===== src/rtl/vsfx_pkg.sv =====
// ============================================================================
// Module : vsfx_pkg
// Brief  : Shared widths, writeback entry layout and FIFO fill-level encoding
//          for the vsfx writeback stage.
// Rev    : 1.0  initial release
// ============================================================================
`default_nettype none

package vsfx_pkg;

  localparam int VEC_W    = 128;
  localparam int REG_AW   = 5;
  localparam int CR_W     = 4;
  localparam int WB_DEPTH = 2;

  // One buffered result: data plus the architectural side effects it carries.
  typedef struct packed {
    logic [VEC_W-1:0]  vrt;
    logic [REG_AW-1:0] addr;
    logic              sat;
    logic [CR_W-1:0]   cr6;
    logic              cr6_en;
  } vsfx_wb_entry_t;

  // Fill level of the two-entry writeback buffer.
  typedef enum logic [1:0] {
    CNT_EMPTY = 2'd0,
    CNT_ONE   = 2'd1,
    CNT_FULL  = 2'd2
  } wb_count_e;

endpackage

`default_nettype wire


===== src/rtl/vsfx_wb_fifo.sv =====
// ============================================================================
// Module : vsfx_wb_fifo
// Brief  : Two-entry in-order result buffer: storage, 1-bit pointers, count.
//          Optional youngest-entry tap under VSFX_WB_BYPASS_EN.
// Rev    : 1.0  initial release
// ============================================================================
`default_nettype none

module vsfx_wb_fifo
  import vsfx_pkg::*;
(
  input  logic              clk,
  input  logic              rst,
  input  logic              vld_i,
  input  logic              rdy_i,
  input  vsfx_wb_entry_t    din_i,
  output logic              in_ready_o,
  output logic              nonempty_o,
  output vsfx_wb_entry_t    head_o
`ifdef VSFX_WB_BYPASS_EN
  ,
  output logic [REG_AW-1:0] tail_addr_o,
  output logic [VEC_W-1:0]  tail_data_o
`endif
);

  wb_count_e      count_q, count_d;
  logic           wptr_q, rptr_q;
  logic           push, pop;
  vsfx_wb_entry_t mem_q [WB_DEPTH];

  // A full buffer refuses input even if it drains this cycle, keeping
  // in_ready a pure function of registered state.
  assign push       = vld_i & (count_q != CNT_FULL);
  assign pop        = rdy_i & (count_q != CNT_EMPTY);
  assign in_ready_o = (count_q != CNT_FULL);
  assign nonempty_o = (count_q != CNT_EMPTY);
  assign head_o     = mem_q[rptr_q];

`ifdef VSFX_WB_BYPASS_EN
  // Youngest entry sits one slot behind the write pointer.
  assign tail_addr_o = mem_q[~wptr_q].addr;
  assign tail_data_o = mem_q[~wptr_q].vrt;
`endif

  // Fill-level next state; simultaneous push and pop leave it unchanged.
  always_comb begin
    count_d = count_q;
    case ({push, pop})
      2'b10:   count_d = (count_q == CNT_EMPTY) ? CNT_ONE : CNT_FULL;
      2'b01:   count_d = (count_q == CNT_FULL)  ? CNT_ONE : CNT_EMPTY;
      default: count_d = count_q;
    endcase
  end

  // Fill level and pointer registers.
  always_ff @(posedge clk or posedge rst) begin
    if (rst) begin
      count_q <= CNT_EMPTY;
      wptr_q  <= 1'b0;
      rptr_q  <= 1'b0;
    end else begin
      count_q <= count_d;
      if (push) wptr_q <= ~wptr_q;
      if (pop)  rptr_q <= ~rptr_q;
    end
  end

  // Payload storage; cleared on reset so the write and bypass buses read zero.
  always_ff @(posedge clk or posedge rst) begin
    if (rst) begin
      for (int i = 0; i < WB_DEPTH; i++) mem_q[i] <= '0;
    end else if (push) begin
      mem_q[wptr_q] <= din_i;
    end
  end

endmodule

`default_nettype wire


===== src/rtl/vsfx_wb.sv =====
// ============================================================================
// Module : vsfx_wb
// Brief  : vsfx writeback stage: result buffer, register-file write port,
//          sticky VSCR[SAT], architected CR6, overflow flag, forwarding.
//          Build option: VSFX_WB_BYPASS_EN enables youngest-entry forwarding.
// Rev    : 1.0  initial release
// ============================================================================
`default_nettype none

module vsfx_wb
  import vsfx_pkg::*;
(
  input  logic              clk,
  input  logic              rst,
  input  logic              vrt_en,
  input  logic [VEC_W-1:0]  vrt,
  input  logic              sat,
  input  logic [CR_W-1:0]   cr6,
  input  logic              cr6_en,
  input  logic [REG_AW-1:0] vrt_addr,
  output logic              in_ready,
  output logic              wr_en,
  output logic [REG_AW-1:0] wr_addr,
  output logic [VEC_W-1:0]  wr_data,
  input  logic              wr_ready,
  output logic              vscr_sat,
  input  logic              vscr_clr,
  output logic [CR_W-1:0]   cr6_q,
  output logic              ovf,
  output logic              byp_valid,
  output logic [REG_AW-1:0] byp_addr,
  output logic [VEC_W-1:0]  byp_data
);

  vsfx_wb_entry_t din, head;
  logic           pop;
  logic           vscr_sat_q, vscr_sat_d;
  logic [CR_W-1:0] cr6_arch_q, cr6_arch_d;
  logic           ovf_q, ovf_d;

`ifdef VSFX_WB_BYPASS_EN
  logic [REG_AW-1:0] tail_addr;
  logic [VEC_W-1:0]  tail_data;
`endif

  assign din = '{vrt: vrt, addr: vrt_addr, sat: sat, cr6: cr6, cr6_en: cr6_en};

  vsfx_wb_fifo u_fifo (
    .clk         (clk),
    .rst         (rst),
    .vld_i       (vrt_en),
    .rdy_i       (wr_ready),
    .din_i       (din),
    .in_ready_o  (in_ready),
    .nonempty_o  (wr_en),
    .head_o      (head)
`ifdef VSFX_WB_BYPASS_EN
    ,
    .tail_addr_o (tail_addr),
    .tail_data_o (tail_data)
`endif
  );

  assign wr_addr = head.addr;
  assign wr_data = head.vrt;
  assign pop     = wr_en & wr_ready;

  // Side effects of a result land only when it retires; a pop setting SAT
  // beats an mtvscr clear on the same edge.
  always_comb begin
    vscr_sat_d = vscr_sat_q;
    cr6_arch_d = cr6_arch_q;
    ovf_d      = ovf_q | (vrt_en & ~in_ready);
    if (vscr_clr)              vscr_sat_d = 1'b0;
    if (pop && head.sat)       vscr_sat_d = 1'b1;
    if (pop && head.cr6_en)    cr6_arch_d = head.cr6;
  end

  // Architected status registers.
  always_ff @(posedge clk or posedge rst) begin
    if (rst) begin
      vscr_sat_q <= 1'b0;
      cr6_arch_q <= '0;
      ovf_q      <= 1'b0;
    end else begin
      vscr_sat_q <= vscr_sat_d;
      cr6_arch_q <= cr6_arch_d;
      ovf_q      <= ovf_d;
    end
  end

  assign vscr_sat = vscr_sat_q;
  assign cr6_q    = cr6_arch_q;
  assign ovf      = ovf_q;

`ifdef VSFX_WB_BYPASS_EN
  assign byp_valid = wr_en;
  assign byp_addr  = tail_addr;
  assign byp_data  = tail_data;
`else
  assign byp_valid = 1'b0;
  assign byp_addr  = '0;
  assign byp_data  = '0;
`endif

endmodule

`default_nettype wire


===== config.mk =====
export PLATFORM = sky130hd
export DESIGN_NAME = vsfx_wb
export DESIGN_NICKNAME = d
export VERILOG_FILES = /design/src/rtl/vsfx_pkg.sv /design/src/rtl/vsfx_wb_fifo.sv /design/src/rtl/vsfx_wb.sv
export SDC_FILE = /design/constraint.sdc
export NUM_CORES = 1
export LEC_CHECK = 0
export CAP_MARGIN = 0
export CORE_AREA = 5 5 176 178
export CTS_CLUSTER_DIAMETER = 150
export DETAILED_ROUTE_END_ITERATION = 6
export DIE_AREA = 0 0 181 183
export MAX_ROUTING_LAYER = met4
export PLACE_DENSITY_LB_ADDON = 0.2
export SKIP_LAST_GASP = 1
export SLEW_MARGIN = 20
export SYNTH_ARGS = -nofsm -noshare
export SYNTH_HDL_FRONTEND = slang
export SYNTH_SLANG_ARGS = --single-unit

===== constraint.sdc =====
create_clock -name clk -period 20.2 [get_ports clk]
set_clock_uncertainty 0.05 [all_clocks]
set_input_delay 4.04 -clock clk [delete_from_list [all_inputs] [get_ports clk]]
set_output_delay 4.04 -clock clk [all_outputs]
set_load 0.02 [all_outputs]

Yosys cells after proc, flatten, opt, wreduce, memory -nomap -nowiden
Index checks and enable logic that the tools add are counted.
- $lt $le $gt $ge: 3
- eq/ne operators: 4
- muxes and demuxes: 11
- bitwise operators: 9
- reductions and logical operators: 7
- operators by type and width (cell ; number):
    $mux W139 ; 4
    $bwmux W278 ; 1
    $demux W139 S1 ; 1
    $reduce_bool A2 Y1 ; 3
    $eq A2 B2 Y1 const B ; 2
    $ge A2 B2 Y1 const B ; 2
    $not A1 Y2 ; 2
    $pmux W2 S2 ; 1
    $and A1 B1 Y1 ; 3
    $logic_and A1 B1 Y1 ; 3
    $mux W1 ; 3
    $not A1 Y1 ; 3
    $eq A2 B1 Y1 const B ; 1
    $logic_not A2 Y1 ; 1
    $lt A2 B1 Y1 const B ; 1
    $mux W2 ; 1
    $ne A2 B2 Y1 const B ; 1
    $or A1 B1 Y1 ; 1
- flip-flop bits (word level): 288
- input port bits: 144
- output and inout bits: 275
- logic and storage cells: 50

Depth between registers and ports, before layout
Gate-level depths: netlist of the first run.
- depth after elaboration: 6
- gate-level depth with buffers: 5

By module
Synthesis of the first run repeated with hierarchy kept, for this count alone.
- cell total of the unflattened synthesis: 916
- area, all modules: 14341.3 um^2
- modules (own cells, without submodules) (module ; times used ; cells an instance ; area an instance (um^2)):
    vsfx_wb_fifo ; 1 ; 764 ; 13097.6
    vsfx_wb ; 1 ; 152 ; 1243.7

Worst setup path before layout of the first run
Ideal clock, no wire load.
- path kind: reg2out
- from: reg u_fifo.rptr_q
- to: out wr_data[110]
- data arrival time: 1.426 ns
- required time: 16.110 ns
- slack: 14.684 ns
- cell stages (with the launch flop): 6
- path through: dfrtp_1 clkbuf_1 buf_2 buf_2 mux2_2 buf_4
- RTL lines (element ; line ; RTL):
    start, declared ; vsfx_wb_fifo.sv:28 ; logic wptr_q, rptr_q;
    start signal, assigned ; vsfx_wb_fifo.sv:65 ; if (pop) rptr_q <= ~rptr_q;
    end, declared ; vsfx_wb.sv:24 ; output logic [VEC_W-1:0] wr_data,

Worst setup path after layout of the first run
- from: reg u_fifo.rptr_q
- to: out wr_data[115]
- cells in the longest elaborated chain, start to end: 4
- ends and longest elaborated chain (element ; line ; RTL):
    $not A1 Y2 (not written as such) ; vsfx_wb_fifo.sv:38 ; assign head_o = mem_q[rptr_q];
    $mux W139 (not written as such) (3 in series) ; vsfx_wb_fifo.sv:38 ;
No other way between the ends. The select of a mux whose other input is x is not followed.

==> results of run 1 <==
==> logic make-up after synthesis <==
group / Yosys count / synth area share [%]
other: 1 / 0.0252
AO/OA/AOI/OAI: 7 / 0.269
multiplexers: 422 / 34.4
buffers and inverters: 318 / 16.2
flip-flops: 288 / 48.4
AND/OR/NAND/NOR: 8 / 0.513
XOR/XNOR: 2 / 0.118
==> cell usage in the layout, fill, tap and decap left out, types with 2 or more instances in the layout <==
cell type / synthesis / routed
clkbuf_8: 0 / 4
clkinvlp_4: 0 / 7
dfrtp_1: 288 / 287
a21oi_1: 2 / 2
conb_1: 1 / 134
clkdlybuf4s50_1: 0 / 284
nand2_1: 2 / 2
clkinv_2: 0 / 7
mux2_4: 100 / 100
mux2i_1: 3 / 3
inv_1: 4 / 3
clkbuf_16: 0 / 30
xnor2_1: 2 / 2
o21ai_0: 2 / 2
diode_2: 0 / 4
bufinv_16: 0 / 5
buf_4: 267 / 6
mux2_2: 318 / 318
==> layout make-up <==
class / instances / area, um2
repair buffers: 292 / 2940
flip-flops and latches: 288 / 7210
well taps: 390 / 488
multi-input cells: 573 / 5760
clock inverters: 21 / 263
diodes: 4 / 10.0
inverters: 4 / 22.5
fillers: 2327 / 11700
clock buffers: 34 / 806
==> per-layer routing <==
layer | global-route usage, % | part of all wire, %
met5 | - | 0
met4 | 3.78 | 1.9
met3 | 5.32 | 8.4
met2 | 27.3 | 48
met1 | 22.4 | 42
==> final timing paths <==
check                                         startpoint                       endpoint  slack (ns)  cells past startpoint
max in group asynchronous                            rst  u_fifo.mem_q[130]$_DFFE_PP0P_       15.17                      3
hold / removal             u_fifo.mem_q[256]$_DFFE_PP0P_  u_fifo.mem_q[256]$_DFFE_PP0P_        0.45                      1
setup reg to reg               u_fifo.rptr_q$_DFFE_PP0P_           cr6_q[3]$_DFFE_PP0P_       17.18                      4
min in group asynchronous                            rst  u_fifo.mem_q[161]$_DFFE_PP0P_        3.84                      2
setup / recovery               u_fifo.rptr_q$_DFFE_PP0P_                   wr_data[115]       12.40                      4
hold reg to reg            u_fifo.mem_q[256]$_DFFE_PP0P_  u_fifo.mem_q[256]$_DFFE_PP0P_        0.45                      1
==> through the flow <==
step	worst slack, ns	hold WS, ns	std cells	cell area, um2	utilization, %
2_1_floorplan	8.16	0.410	1179	15400	-
3_3_place_gp	12.93	0.431	1546	16400	56.0
3_5_place_dp	12.89	0.437	1546	16400	56.0
4_1_cts	12.28	0.452	1601	17500	59.7
5_1_grt	12.18	0.463	1606	17500	59.8
6_report	12.40	0.446	1606	17500	59.8
==> power by group <==
group | total (mW) | switching (mW) | internal, mW | leakage [nW]
Sequential | 1.04 | 0.170 | 0.872 | 3.38
Clock | 0.584 | 0.233 | 0.351 | 0.509
Combinational | 1.58 | 0.672 | 0.909 | 3.88
==> worst max-delay path, cell delays in order, from the launching register on <==
cell             delay [ns]
dfrtp_4                0.71
buf_4                  0.66
buf_4                  0.76
mux2_2                 0.42
clkdlybuf4s50_1        0.54
==> flip-flops by register name, summed over array words and instances (netlist names) <==
signal and count:
u_fifo.rptr_q 1, u_fifo.count_q 2, u_fifo.wptr_q 1, cr6_q 4, u_fifo.mem_q 278, ovf 1
vscr_sat 1
==> results_dict.tcl, run 1 <==
set metrics [dict create \
    syn_inst 1046 \
    grt_max_degree 150 \
    critPathMaxFanout 60 \
    wl_per_cell_um 18.4 \
    rows 63 \
    tightest_slew_ns 1.05 \
    max_freq_mhz 128 \
    nets 1333 \
    async_flop_share_pct 100 \
    drv_slew 0 \
    firstDrtPassIters 4 \
    hold_violations 0 \
    cts_hold_buf 0 \
    critPathKind "reg2out" \
    synth.distinct_cells 24 \
    io_buffers 284 \
    vias 7568 \
    area_growth_pct 17.5 \
    synth_common_cells "mux2_2 (318), dfrtp_1 (288), buf_4 (267)" \
    min_path_type "reg2reg" \
    cts_setup_buffers 0 \
    hpwl_um 19900 \
    cts_buffer_depth 3 \
    initialDrtViolationCount 325 \
    yosys.area.top_type "dfrtp_1" \
    grt_overflow 0 \
    setup_viol 0 \
    antenna_found_initial 4 \
    fin_crit_ns 7.80 \
    synth_edf_count 0 \
    start_util_pct 50.9 \
    outcome "finished, final reports clean" \
    path_clk_slew_ns 0.06 \
    maxCapViolCount 0 \
    synth_ff_type "dfrtp_1" \
    root_buffer "clkbuf_16" \
    post-synth-top-count-cell "mux2_2" \
    syn-cell-area_um2 14900 \
    routed_wl_um 29600 \
    powerDensity_nw_per_um2 183 \
    p_total_mw 3.21 \
    clock-sinks 288 \
    ctsResizeCount 0 \
    synth.top_cell.area_share_pct 48.4 \
    die_area_um2 33100 \
    grt.total_usage_pct 17.3 \
    finalSetupTns_ns 0 \
    yosysWarningCount 0 \
    timing.final.crit_share_pct 38.6 \
    avgSynthCellArea_um2 14.2 \
    antenna_left 0 \
    rsz0062_at_grt "no" \
    end_kind "output pin" \
    synth_area_leaders "dfrtp_1 (48%), mux2_2 (24%), buf_4 (13%)" \
    p_leak_nw 7.77 \
    cp.required_ns 16.11 \
    grt_pass1_vias 7993 \
    gp_congestion 0.755 \
    io_pins 419 \
    drc 0 \
    grt_pass1_wl_um 45300 \
    drive_above_1_share_pct 40.2 \
    peakVddDrop_uv 103 \
    viasPerCell 4.71 \
    seq_area_frac_synth_pct 48.4 \
    die_w_um 181 \
    synth_seq_cells 288 \
    cts_tree "done" \
    clock_latency_ns 0.55 \
    slew_headroom_pct 29.9 \
    htreeDepth 1 \
    die_h_um 183 \
    core_area_um2 29200 \
    numCtsBuffers 30 \
    worstSetupStartpointType "flop" \
    arrival_ns 3.71 \
]
Power figures use the tool's default switching activity.
==> run 2: changes to the inputs <==
Settings changed: CORE_AREA 5 5 176 178 to 5 5 181 183, DIE_AREA 0 0 181 183 to 0 0 186 188.
Clock period 20.2 ns to 8.1 ns, I/O delays scaled along.
==> run 2 against run 1 <==
Register-to-register slack worse by 12 ns. Total power grew to 2.5 times the previous value. Final area grew 0.33%. Global-route usage is 0.53 points lower. Clock power grew to 2.6 times the previous value. Cell count grew 1.1%. Wire length up 0.21%. Largest power group unchanged. Flip-flop and latch count did not move. Sequential power grew to 2.5 times the previous value. Critical path type unchanged.
==> results_dict.tcl, run 2 (synthesized netlist as in run 1, its figures left out) <==
set metrics [dict create \
    outcome "finished, final reports clean" \
    io_pins 419 \
    mostFrequentLayoutCells "mux2_2 (318), dfrtp_1 (287), clkdlybuf4s50_1 (284)" \
    vias 7618 \
    start_util_pct 47.9 \
    powerDensity_nw_per_um2 458 \
    maxCapViolCount 0 \
    cpPeakStageDelay_ns 0.73 \
    layout_commonest_cell "mux2_2" \
    viasPerCell 4.69 \
    timing.final.crit_share_pct 57.7 \
    stdcell_area_um2 17600 \
    area_growth_pct 17.9 \
    cp.required_ns 6.43 \
    grt_overflow 0 \
    clock-sinks 288 \
    hpwl_um 19600 \
    gp_congestion 0.722 \
    io_buffers 284 \
    root_buffer "clkbuf_16" \
    max_freq_mhz 214 \
    final_cells 1623 \
    critPathMaxFanout 53 \
    path_cells "buf_4, mux2_2, clkdlybuf4s50_1" \
    fin_crit_ns 4.67 \
    arrival_ns 3.00 \
    clock_latency_ns 0.52 \
    initialDrtViolationCount 287 \
    core_area_um2 31100 \
    numCtsBuffers 34 \
    cts_setup_buffers 0 \
    cts_hold_buf 0 \
    drc 0 \
    postPlaceCellArea_um2 16400 \
    drv_slew 0 \
    critPathKind "reg2out" \
    die_w_um 186 \
    slew_headroom_pct 19.4 \
    worstSetupStartpointType "flop" \
    finalSetupTns_ns 0 \
    tightest_slew_ns 1.21 \
    path_clk_slew_ns 0.06 \
    nets 1338 \
    htreeDepth 2 \
    cts_buffer_depth 3 \
    largest_register_ff_count 278 \
    routed_wl_um 29600 \
    setup_viol 0 \
    hold_violations 0 \
    top_register "u_fifo.mem_q" \
    cp_slowest_cell "dfrtp_4" \
    end_kind "output pin" \
    grt_max_degree 140 \
    ctsResizeCount 0 \
    crit_start "u_fifo.rptr_q$_DFFE_PP0P_" \
    dp.cells 1560 \
    antenna_found_initial 1 \
    min_path_type "reg2reg" \
    p_leak_nw 7.81 \
    antenna_left 0 \
    die_area_um2 35000 \
    rows 65 \
    rsz0062_at_grt "no" \
    grt.total_usage_pct 16.8 \
    firstDrtPassIters 4 \
    peakVddDrop_uv 271 \
    grt_pass1_wl_um 46100 \
    rr_startpoint "u_fifo.rptr_q$_DFFE_PP0P_" \
    hp-start "u_fifo.mem_q[80]$_DFFE_PP0P_" \
    die_h_um 188 \
    cts_tree "done" \
    grt_pass1_vias 8082 \
    drive_above_1_share_pct 40.1 \
    wl_per_cell_um 18.3 \
]
## run 2: through the flow
stage                     worst slack [ns]  hold WS [ns]  power (mW)  utilization (%)
after global routing                  3.31         0.460        8.49             56.5
after global placement                3.91         0.408        6.56             52.9
after CTS                             3.36         0.451        8.15             56.5
after floorplan                       2.61         0.410        5.87                -
final                                 3.43         0.448        8.04             56.5
after detailed placement              3.93         0.437        6.59             52.9
## run 2: area by class of cell
type	instances	area [um2]
Antenna cell	1	2.50
Clock buffer	50	1010
Clock inverter	12	111
Fill cell	2541	13500
Inverter	4	18.8
Multi-Input combinational cell	573	5760
Sequential cell	288	7210
Tap cell	402	503
Timing Repair Buffer	293	2940
## run 2: where the power goes
part	switching [mW]	internal [mW]
clock network	0.598	0.903
logic	1.67	2.27
registers	0.424	2.18
total	2.70	5.35
## run 2: critical path: cells and delay by family, from the launching register on
kind     cells  cell delay (ns)
buf+inv      2             1.24
mux          1             0.43
flops        1             0.73
## run 2: final timing paths
path                            slack, ns  cells past startpoint                       endpoint
worst max-delay path                 3.43                      3                    wr_data[27]
worst min-delay path                 0.45                      1   u_fifo.mem_q[80]$_DFFE_PP0P_
worst max register to register       5.53                      4           cr6_q[1]$_DFFE_PP0P_
worst min register to register       0.45                      1   u_fifo.mem_q[80]$_DFFE_PP0P_
max in group asynchronous            4.77                      4  u_fifo.mem_q[110]$_DFFE_PP0P_
min in group asynchronous            1.60                      2    u_fifo.mem_q[3]$_DFFE_PP0P_
## run 2: layer usage
layer | wire, um | GRT usage [%] | share of wire (%)
met5 | 0 | - | 0
met4 | 439 | 3.39 | 1.5
met3 | 2590 | 5.12 | 8.8
met2 | 13400 | 24.5 | 45
met1 | 13200 | 23.5 | 45
==> run 3: changes to the inputs <==
Settings changed: CORE_AREA 5 5 181 183 to 5 5 190 192, DIE_AREA 0 0 186 188 to 0 0 195 197.
Clock period 8.1 ns to 4.2 ns, I/O delays scaled along.
==> run 3 against run 2 <==
Utilization shrank 4.4 points. Non-clock buffer count increased by 7. Wire length rose by 2.0%. Sequential power increased by 90%. First-iteration DRC count fell by 41%. Clock power is 100% higher. Cell count is 3.9% higher. Flip-flop and latch count stayed put. Critical endpoint is now wr_addr[0]. Largest cell class unchanged.
==> results_dict.tcl, run 3 (synthesized netlist as in run 1, its figures left out) <==
set metrics [dict create \
    p_total_mw 15.7 \
    setup_viol 0 \
    hold_violations 0 \
    htreeDepth 2 \
    hpwl_um 20300 \
    rows 68 \
    routed_wl_um 30200 \
    die_h_um 197 \
    outcome "finished, final reports clean" \
    p_leak_nw 7.90 \
    clock_latency_ns 0.50 \
    cp_slowest_cell "dfrtp_4" \
    powerDensity_nw_per_um2 884 \
    worst_slack_ns 0.692 \
    gp_congestion 0.721 \
    grt_max_degree 127 \
    io_buffers 284 \
    nets 1346 \
    vias 7646 \
    wl_per_cell_um 17.9 \
    peakVddDrop_uv 406 \
    die_w_um 195 \
    critPathMaxFanout 31 \
    path_clk_slew_ns 0.06 \
    start_util_pct 43.5 \
    cpPeakStageDelay_ns 0.76 \
    cts_buffer_depth 3 \
    clock-sinks 288 \
    maxCapViolCount 0 \
    grt_pass1_wl_um 47500 \
    antenna_found_initial 3 \
    mostFrequentLayoutCells "mux2_2 (318), dfrtp_1 (287), clkdlybuf4s50_1 (284)" \
    slew_headroom_pct 52.3 \
    fin_crit_ns 3.51 \
    root_buffer "clkbuf_16" \
    timing.final.crit_share_pct 83.5 \
    largest_register_ff_count 278 \
    grt_pass1_vias 8231 \
    numCtsBuffers 35 \
    cts_setup_buffers 0 \
    initialDrtViolationCount 170 \
    worstSetupStartpointType "flop" \
    arrival_ns 2.62 \
    ctsResizeCount 0 \
    rsz0062_at_grt "no" \
    firstDrtPassIters 4 \
    max_freq_mhz 285 \
    layout_commonest_cell "mux2_2" \
    core_area_um2 34200 \
    io_pins 419 \
    r2r_slack_ns 2.05 \
    top_register "u_fifo.mem_q" \
    viasPerCell 4.53 \
    area_growth_pct 19.7 \
    min_path_type "reg2reg" \
    antenna_left 0 \
    drv_slew 0 \
    die_area_um2 38400 \
    cts_hold_buf 0 \
    finalSetupTns_ns 0 \
    critPathKind "reg2out" \
    final_core_util_pct 52.1 \
    grt_overflow 0 \
    cp.required_ns 3.31 \
    preCtsSetupSlack_ns 1.08 \
    drc 0 \
    end_kind "output pin" \
    drive_above_1_share_pct 40.1 \
    path_cells "buf_4, mux2_2, clkdlybuf4s50_1" \
    cts_tree "done" \
    tightest_slew_ns 0.715 \
    grt.total_usage_pct 15.6 \
]
-- run 3: critical path: cells and delay by family (launching register included) --
family                 cells  cell delay (ns)
buffers and inverters      2             0.98
DFF                        1             0.76
muxes                      1             0.37
-- run 3: path summary, 6_finish.rpt --
| path | cells past startpoint | startpoint | end |
|---|---|---|---|
| min reg2reg | 1 | ovf$_DFF_PP0_ | ovf$_DFF_PP0_ |
| min in group asynchronous | 2 | rst | u_fifo.mem_q[247]$_DFFE_PP0P_ |
| max in group asynchronous | 3 | rst | u_fifo.rptr_q$_DFFE_PP0P_ |
| max | 3 | u_fifo.rptr_q$_DFFE_PP0P_ | wr_addr[0] |
| min | 1 | ovf$_DFF_PP0_ | ovf$_DFF_PP0_ |
| max reg2reg | 4 | u_fifo.rptr_q$_DFFE_PP0P_ | cr6_q[0]$_DFFE_PP0P_ |
-- run 3: stage by stage --
step	instances	area, um2	hold WS [ns]
after detailed placement	1620	16600	0.423
after global placement	1620	16600	0.413
after CTS	1683	17800	0.436
final	1686	17800	0.431
after global routing	1686	17800	0.445
after floorplan	1179	15400	0.410
-- run 3: metal layers --
layer / vias up / wire [um] / GRT usage [%]
met5: - / 0 / -
met4: 0 / 663 / 4.34
met3: 47 / 2500 / 5.08
met2: 261 / 14200 / 23.7
met1: 3821 / 12900 / 20.3
li1: 3517 / - / -
-- run 3: power breakdown --
group	total, mW	internal, mW	switching (mW)
combinational	7.77	4.43	3.34
sequential	4.94	4.20	0.743
clock	3.04	1.91	1.13
total	15.7	10.5	5.21
-- run 3: area by class of cell --
type | count | area (um2)
Timing Repair Buffer | 300 | 3060
Clock inverter | 6 | 80.1
Clock buffer | 57 | 1100
Inverter | 4 | 18.8
Multi-Input combinational cell | 573 | 5760
Antenna cell | 3 | 7.51
Fill cell | 2928 | 16400
Sequential cell | 288 | 7210
Tap cell | 455 | 569
==> edit: new RTL, flow settings as in run 2 <==
Register the output `ovf` once more; this adds one clock of latency there. The other outputs are not delayed to match.
--- a/src/rtl/vsfx_wb.sv
+++ b/src/rtl/vsfx_wb.sv
@@ -92,5 +92,7 @@
   assign vscr_sat = vscr_sat_q;
   assign cr6_q    = cr6_arch_q;
-  assign ovf      = ovf_q;
+  always_ff @(posedge clk) begin
+    ovf <= ovf_q;
+  end
 
 `ifdef VSFX_WB_BYPASS_EN
Formal check against the unedited RTL: not equivalent (a bounded check fails within 4 cycles, from zero or initial values and one cycle with rst high).
==> edit against run 2 <==
  * Total power rose by 0.50%
  * Routed wire length is 0.93% higher
  * Core utilization increased by 0.14 points
  * Register-to-register slack lost 110 ps
  * Final area grew 0.25%
  * Combinational power barely moved
  * Sequential cell count increased by 1
  * Via count grew 0.64%
  * Area after synthesis up 0.13%
  * Worst setup slack better by 110 ps
  * Highest routed layer unchanged
==> edit: results <==
export IMPL_clk_pin_slew_worst_paths_ps=60
export IMPL_hold_end="ovf$_DFF_P_"
export IMPL_hold_start="ovf_q$_DFF_PP0_"
export IMPL_endpoint="wr_data[107]"
export IMPL_tightestPinTransition_ps=961
export IMPL_use_met3=0.0466
export IMPL_cp_arrival_ps=2890
export IMPL_rrSetupSlack_ps=5420
export IMPL_vias=7667
export IMPL_synth_xor_area_share=0.00118
export IMPL_synth_compound_area_frac=0.00269
export IMPL_final_nets=1341
export IMPL_grt_pass1_vias=8200
export IMPL_synthAdderAreaFrac=0
export IMPL_regMostFlops="u_fifo.mem_q"
export IMPL_grt_max_degree=167
export IMPL_cp_slowest_stage_delay_ps=780
export IMPL_nNonClkBuffers=295
export IMPL_postCtsSetupBuffers=0
export IMPL_outcome="finished clean"
export IMPL_synth_cell_type_count=25
export IMPL_grt_pass1_wl_um=46600
export IMPL_clkbuf_count=50
export IMPL_synth_area_leaders="dfrtp_1 48%, mux2_2 24%, buf_4 13%"
export IMPL_nonClkBufAreaFrac=0.168
export IMPL_irDropWorstVdd_mv=0.256
export IMPL_grtUsageTotal=0.169
export IMPL_final_clk_cell_share=0.0634
export IMPL_hold_depth=0
export IMPL_yosysSeqAreaShare=0.485
export IMPL_synthMuxAreaShare=0.344
export IMPL_use_met1=0.231
export IMPL_synthArstFlopShare=0.997
export IMPL_nFillCells=2564
export IMPL_antenna_found_initial=4
export IMPL_hpwl_um=19700
export IMPL_layout_drive_gt1_share=0.400
export IMPL_seq_cell_count=289
export IMPL_drt_iter0_markers=273
export IMPL_clk_latency_ps=490
export IMPL_path_max_fanout=49
export IMPL_power_leakage_uw=0.00783
export IMPL_reg2reg_from="u_fifo.count_q[0]$_DFFE_PP0P_"
export IMPL_switching_power_uw=2690
export IMPL_gp_congestion=0.743
export IMPL_seq_share=0.411
export IMPL_use_met2=0.249
export IMPL_routedWlPerCell_um=18.4
export IMPL_r2r_end="u_fifo.mem_q[228]$_DFFE_PP0P_"
export IMPL_diodes=4
export IMPL_cts_buffers=34
export IMPL_fin_hold_ws_ps=314
export IMPL_synth_top_cells_by_count="318 x mux2_2, 288 x dfrtp_1, 267 x buf_4"
edit: changes by cell type in the layout (fill, tap and decap cells not counted), sizes merged:
cell | run 2 | this run
diode | 1 | 4
inv | 5 | 4
buf | 9 | 11
dfxtp | 0 | 1
clkinv | 6 | 5
clkinvlp | 4 | 1
bufinv | 1 | 2
edit: per-stage QoR:
stage / area (sq um) / cells / setup WS [ps]
after floorplan: 15400 / 1180 / 2610
after global placement: 16400 / 1562 / 3600
after detailed placement: 16400 / 1562 / 3540
after CTS: 17600 / 1620 / 2980
after global routing: 17600 / 1625 / 3400
final: 17600 / 1625 / 3540
edit: layer usage:
layer | share of wire | routed length, um
met2 | 0.46 | 13600
met1 | 0.44 | 13100
met5 | 0 | 0
met4 | 0.022 | 654
met3 | 0.085 | 2550
edit: power by group through the flow:
stage	logic, uW	clock network [uW]	registers, uW
finish	3950	1520	2610
global route	4200	1630	2690
CTS	3960	1570	2650
detailed placement	3950	0	2650
global placement	3890	0	2670
floorplan	3420	0	2450
